===== config.mk =====
export PLATFORM = sky130hd
export DESIGN_NAME = probe_capture_fifo
export DESIGN_NICKNAME = d
export VERILOG_FILES = /design/src/rtl/probe_capture_fifo.sv
export SDC_FILE = /design/constraint.sdc
export NUM_CORES = 1
export LEC_CHECK = 0
export CAP_MARGIN = 20
export CORE_MARGIN = 8
export CORE_UTILIZATION = 52
export CTS_BUF_LIST = sky130_fd_sc_hd__clkbuf_16
export DETAILED_ROUTE_END_ITERATION = 6
export PLACE_DENSITY = 0.87
export REMOVE_ABC_BUFFERS = 1
export SLEW_MARGIN = 20
export SYNTH_ARGS = -nofsm -noshare
export SYNTH_HDL_FRONTEND = slang
export SYNTH_SLANG_ARGS = --single-unit

===== constraint.sdc =====
create_clock -name clk -period 10.1 [get_ports clk]
set_clock_uncertainty 0.15 [all_clocks]
set_input_delay 2.02 -clock clk [delete_from_list [all_inputs] [get_ports clk]]
set_output_delay 2.02 -clock clk [all_outputs]
set_load 0.03 [all_outputs]

===== src/rtl/probe_capture_fifo.sv =====
// Multi-channel signal probe: samples NUM_CH channels, tags each capture
// with a timestamp and change mask, and buffers records in a FIFO.
//
// Ports:
//   clk, rst_n  clock, async active-low reset
//   en, mode    capture enable; 0 = periodic, 1 = on change
//   period      periodic mode captures every period+1 cycles
//   ch_data     channel i at [i*DATA_W +: DATA_W]
//   out_*       registered FIFO head, valid/ready drained
//   level       FIFO occupancy, 0..DEPTH
//   drop_cnt    captures lost to a full FIFO, saturating
//
// Macro PROBE_CAPTURE_TS_EN: timestamp counter and per-entry storage;
// when undefined out_ts is tied to 0.
module probe_capture_fifo #(
  parameter int NUM_CH = 4,
  parameter int DATA_W = 16,
  parameter int DEPTH  = 8,
  parameter int TS_W   = 32
) (
  input  logic                     clk,
  input  logic                     rst_n,
  input  logic                     en,
  input  logic                     mode,
  input  logic [15:0]              period,
  input  logic [NUM_CH*DATA_W-1:0] ch_data,
  output logic                     out_valid,
  input  logic                     out_ready,
  output logic [NUM_CH*DATA_W-1:0] out_data,
  output logic [TS_W-1:0]          out_ts,
  output logic [NUM_CH-1:0]        out_chg,
  output logic [$clog2(DEPTH):0]   level,
  output logic [15:0]              drop_cnt
);

  localparam int AW = $clog2(DEPTH);
  localparam int CW = NUM_CH * DATA_W;

  logic [CW-1:0]     r_prev;
  logic [15:0]       r_div;
  logic [AW:0]       r_wptr;
  logic [AW:0]       r_rptr;
  logic [15:0]       r_drop;
  logic [CW-1:0]     r_mem_data [DEPTH];
  logic [NUM_CH-1:0] r_mem_chg  [DEPTH];

  logic [NUM_CH-1:0] w_chg;
  logic              w_div_hit;
  logic              w_cap;
  logic              w_full;
  logic              w_empty;
  logic              w_pop;
  logic              w_push;
  logic              w_drop;
  logic [AW-1:0]     w_wa;
  logic [AW-1:0]     w_ra;

  always_comb begin
    w_chg = '0;
    for (int i = 0; i < NUM_CH; i++) begin
      w_chg[i] = ch_data[i*DATA_W +: DATA_W]
              != r_prev[i*DATA_W +: DATA_W];
    end
  end

  assign w_div_hit = (r_div == period);
  assign w_cap = en & ((~mode & w_div_hit)
                     | (mode & (|w_chg)));

  assign w_wa    = r_wptr[AW-1:0];
  assign w_ra    = r_rptr[AW-1:0];
  assign w_empty = (r_wptr == r_rptr);
  // Same slot, opposite lap bit: writer is one full lap ahead.
  assign w_full  = (r_wptr[AW] != r_rptr[AW])
                && (w_wa == w_ra);

  assign w_pop  = ~w_empty & out_ready;
  // When full, a same-cycle pop frees the head slot for the push.
  assign w_push = w_cap & (~w_full | w_pop);
  assign w_drop = w_cap & w_full & ~w_pop;

  assign out_valid = ~w_empty;
  assign level     = r_wptr - r_rptr;
  assign drop_cnt  = r_drop;
  assign out_data  = out_valid ? r_mem_data[w_ra] : '0;
  assign out_chg   = out_valid ? r_mem_chg[w_ra] : '0;

  always_ff @(posedge clk or negedge rst_n) begin
    if (!rst_n) begin
      r_prev <= '0;
      r_div  <= '0;
      r_wptr <= '0;
      r_rptr <= '0;
      r_drop <= '0;
    end else begin
      r_prev <= ch_data;
      if (!en || mode || w_div_hit) begin
        r_div <= '0;
      end else begin
        r_div <= r_div + 16'd1;
      end
      if (w_push) begin
        r_wptr <= r_wptr + 1'b1;
      end
      if (w_pop) begin
        r_rptr <= r_rptr + 1'b1;
      end
      if (w_drop && r_drop != 16'hFFFF) begin
        r_drop <= r_drop + 16'd1;
      end
    end
  end

  // Storage needs no reset: empty entries are masked on the outputs.
  always_ff @(posedge clk) begin
    if (w_push) begin
      r_mem_data[w_wa] <= ch_data;
      r_mem_chg[w_wa]  <= w_chg;
    end
  end

`ifdef PROBE_CAPTURE_TS_EN
  logic [TS_W-1:0] r_ts;
  logic [TS_W-1:0] r_mem_ts [DEPTH];

  always_ff @(posedge clk or negedge rst_n) begin
    if (!rst_n) begin
      r_ts <= '0;
    end else begin
      r_ts <= r_ts + 1'b1;
    end
  end

  always_ff @(posedge clk) begin
    if (w_push) begin
      r_mem_ts[w_wa] <= r_ts;
    end
  end

  assign out_ts = out_valid ? r_mem_ts[w_ra] : '0;
`else
  assign out_ts = '0;
`endif

endmodule


==> load_flow_metrics.sql <==
INSERT INTO impl_metrics (metric_group, metric, value, unit) VALUES
('power_and_ir_drop', 'power.switching', '3.019', 'mW'),
('global_route', 'grt_pass1_wl', '87610', 'um'),
('floorplanning', 'dieArea', '55880', 'um2'),
('worst_hold_path', 'hold_removal_path_class', 'register to register', ''),
('worst_setup_path', 'cp_max_fo', '63', ''),
('global_route', 'grt_max_degree', '72', ''),
('power_and_ir_drop', 'internal_power', '5.605', 'mW'),
('sta', 'totalNegativeSetupSlack', '0', 'ps'),
('synthesis', 'ranking_of_synthesized_cells_by_area', 'sky130_fd_sc_hd__edfxtp_1 65%, sky130_fd_sc_hd__mux4_2 12%, sky130_fd_sc_hd__dfrtp_1 10%', ''),
('synthesis', 'post_synth.cell_area_avg', '18.95', 'um2'),
('synthesis', 'synth.distinct_cells', '42', ''),
('drt', 'dr.pass1.iters', '5', ''),
('synthesis', 'async_flop_share', '16.05', '%'),
('worst_setup_path', 'crit_path_cell_trace', 'buf_4 > buf_4 > mux4_2 > nand2_1 > a21oi_1 > clkdlybuf4s50_1', ''),
('floorplanning', 'dieWidth', '236.4', 'um'),
('power_and_ir_drop', 'comb_power_share', '35.6', '%'),
('floorplanning', 'floorplan.rows', '80', ''),
('power_and_ir_drop', 'ir_worst_vdd', '0.1917', 'mV'),
('drt', 'avgRoutedWirePerCell', '27.04', 'um'),
('cts', 'clk-insertion-delay-late', '630', 'ps'),
('global_route', 'grt.overflow.total', '0', ''),
('drt', 'remaining_drc_errors', '0', ''),
('synthesis', 'synth.yosys.warnings', '0', ''),
('finish', 'multi_input_area', '5959', 'um2'),
('worst_setup_path', 'timing.critical_path.slowest_stage_cell', 'sky130_fd_sc_hd__buf_4', ''),
('cts', 'tritoncts_num_sinks', '648', ''),
('sta', 'max_freq', '148.1', 'MHz'),
('cts', 'cts_resized', '0', ''),
('run_status', 'result_of_the_run', 'finished, final reports clean', ''),
('drt', 'detail_route.iter0.violations', '1289', ''),
('placed_design', 'dp_hpwl', '31660', 'um'),
('worst_setup_path', 'timing_worst_setup_path_type', 'register to primary output', ''),
('placed_design', 'place.gp.congestion', '0.7867', ''),
('finish', 'regArea', '18950', 'um2'),
('worst_hold_path', 'holdCritStartpoint', 'r_rptr[3]', ''),
('synthesis', 'synth_top_cell_by_area', 'sky130_fd_sc_hd__edfxtp_1', ''),
('worst_setup_path', 'crit_start', 'r_rptr[1]', ''),
('sta', 'final-max-slew-violation-count', '0', ''),
('sta', 'rsz_0062_raised_after_global_routing', 'false', ''),
('floorplanning', 'num_io_pins', '206', ''),
('sta', 'slew-limit-headroom', '32.14', '%'),
('power_and_ir_drop', 'total_leakage_power', '10.15', 'nW'),
('sta', 'finalWorstSetupSlack', '3350', 'ps'),
('worst_setup_path', 'worst_ep_arrival_time', '4580', 'ps'),
('power_and_ir_drop', 'power_frac_seq', '38.7', '%'),
('power_and_ir_drop', 'power-per-cell-area', '291.7', 'nW/um2'),
('power_and_ir_drop', 'power_switching_share', '35.01', '%'),
('worst_setup_path', 'timing.critical_path.to_type', 'primary output', ''),
('worst_setup_path', 'worst_path_most_repeated_cell', 'sky130_fd_sc_hd__buf_4', ''),
('finish', 'drive_gt1_share', '16.97', '%'),
('finish', 'finalInstanceArea', '29570', 'um2'),
('cts', 'clk_root_buffer_cell', 'sky130_fd_sc_hd__clkbuf_16', ''),
('placed_design', 'postPlaceCellArea', '27560', 'um2'),
('cts', 'cts_htree_levels', '2', ''),
('sta', 'period_minus_slack', '6750', 'ps'),
('synthesis', 'synth-edff-count', '544', ''),
('finish', 'final.fill_count', '3113', ''),
('sta', 'final-hold-violation-count', '0', ''),
('finish', 'synthToLayoutAreaGrowth', '17.07', '%'),
('drt', 'viasPerCell', '5.968', ''),
('cts', 'tritoncts_clock_tree', 'done', ''),
('placed_design', 'place.port_buffers', '173', ''),
('cts', 'cts_made_buffers', '60', ''),
('sta', 'setup_viol_count_final', '0', ''),
('global_route', 'via_count_of_the_first_global_routing_pass', '13820', ''),
('drt', 'vias', '13110', ''),
('sta', 'worstMarginPinSlew', '1018', 'ps'),
('power_and_ir_drop', 'share_clk_of_total_power', '25.7', '%'),
('synthesis', 'seq_area_frac_synth', '74.98', '%'),
('synthesis', 'synth.top_cell.area_share', '64.68', '%'),
('placed_design', 'pre_cts_ws', '4051', 'ps');
## worst paths after layout
kind / endpoint / slack, ps / cells after the start
max in group asynchronous: r_rptr[2] / 7180 / 2
max: out_chg[0] / 3350 / 6
min: r_rptr[3] / 340 / 1
min reg2reg: r_rptr[3] / 340 / 1
max reg2reg: r_mem_chg[1][3] / 6100 / 8
min in group asynchronous: r_prev[58] / 1220 / 1
## flip-flops by register name, indices dropped and copies added (netlist names)
name	flops
r_prev	64
r_mem_data	512
drop_cnt	16
r_div	16
r_rptr	4
r_wptr	4
r_mem_chg	32
## cell usage after synthesis, drive strengths merged, types with 3 or more instances
library cell    n
nand3          16
a21oi          72
nor4b           4
xnor2          24
nand2         147
nor4           21
ha              7
and4            4
clkbuf         29
mux4          136
mux2            3
inv             7
and3           10
and2            6
buf            62
nand4          12
edfxtp        544
nor2           18
xor2           92
dfrtp         104
## cell type report
type	instances	share of cell area, %
Timing Repair Buffer	192	6.458
Inverter	8	0.1016
Antenna cell	2	0.01693
Clock buffer	64	5.417
Sequential cell	648	64.09
Clock inverter	50	1.159
Tap cell	615	2.603
Multi-Input combinational cell	617	20.16
## cells in the final DEF, fill, tap and decap left out, types with 16 or more instances in the layout
cell type | synthesis | final
sky130_fd_sc_hd__nand2_1 | 147 | 147
sky130_fd_sc_hd__inv_1 | 6 | 20
sky130_fd_sc_hd__clkbuf_16 | 0 | 64
sky130_fd_sc_hd__xnor2_1 | 24 | 24
sky130_fd_sc_hd__nor2_1 | 17 | 17
sky130_fd_sc_hd__a21oi_1 | 71 | 71
sky130_fd_sc_hd__nand3_1 | 16 | 16
sky130_fd_sc_hd__nor4_1 | 20 | 20
sky130_fd_sc_hd__edfxtp_1 | 544 | 544
sky130_fd_sc_hd__xor2_1 | 92 | 92
sky130_fd_sc_hd__buf_4 | 32 | 17
sky130_fd_sc_hd__conb_1 | 1 | 32
sky130_fd_sc_hd__clkdlybuf4s50_1 | 0 | 172
sky130_fd_sc_hd__mux4_2 | 136 | 136
sky130_fd_sc_hd__dfrtp_1 | 104 | 101
## layer usage
layer	wire length (um)	GRT usage, %	up-vias
met1	22470	26.31	6779
met2	29460	34.14	706
met3	5877	6.704	116
li1	-	-	5496
met5	51	0	-
met4	1524	6.834	8
## stage by stage
stage | utilization, % | total power, mW | std cells
detailed placement | 57.60 | 6.410 | 2077
global placement | 57.60 | 6.340 | 2077
floorplan | - | 5.377 | 1273
finish | 61.80 | 8.624 | 2196
global route | 61.80 | 8.951 | 2196
CTS | 61.66 | 8.679 | 2191
## power by group through the flow
stage	combinational [mW]	sequential, mW	clock, mW
floorplan	1.91	3.46	0
global placement	2.98	3.36	0
detailed placement	3.03	3.38	0
CTS	3.09	3.34	2.25
global route	3.25	3.36	2.34
finish	3.07	3.33	2.22
## critical path, delay by kind of cell, from the launching register on
| family | cells | cell delay (ps) |
|---|---|---|
| AO/OA/AOI/OAI | 1 | 440 |
| buffers and inverters | 3 | 2270 |
| flip-flops | 1 | 720 |
| multiplexers | 1 | 400 |
| AND/OR/NAND/NOR | 1 | 80 |
## cells by family (layout without fill, tap and decap cells)
family / count (synthesis) / count (layout) / share of synthesized area [%]
xor+xnor: 116 / 116 / 4.023
compound gates: 77 / 77 / 1.610
mux: 139 / 139 / 12.28
buf+inv: 99 / 314 / 2.046
other cells: 1 / 34 / 0.01485
simple gates: 245 / 245 / 4.622
fa+ha+maj: 8 / 8 / 0.4260
flops: 648 / 648 / 74.98
No activity file was read; power rests on OpenSTA's default activity.
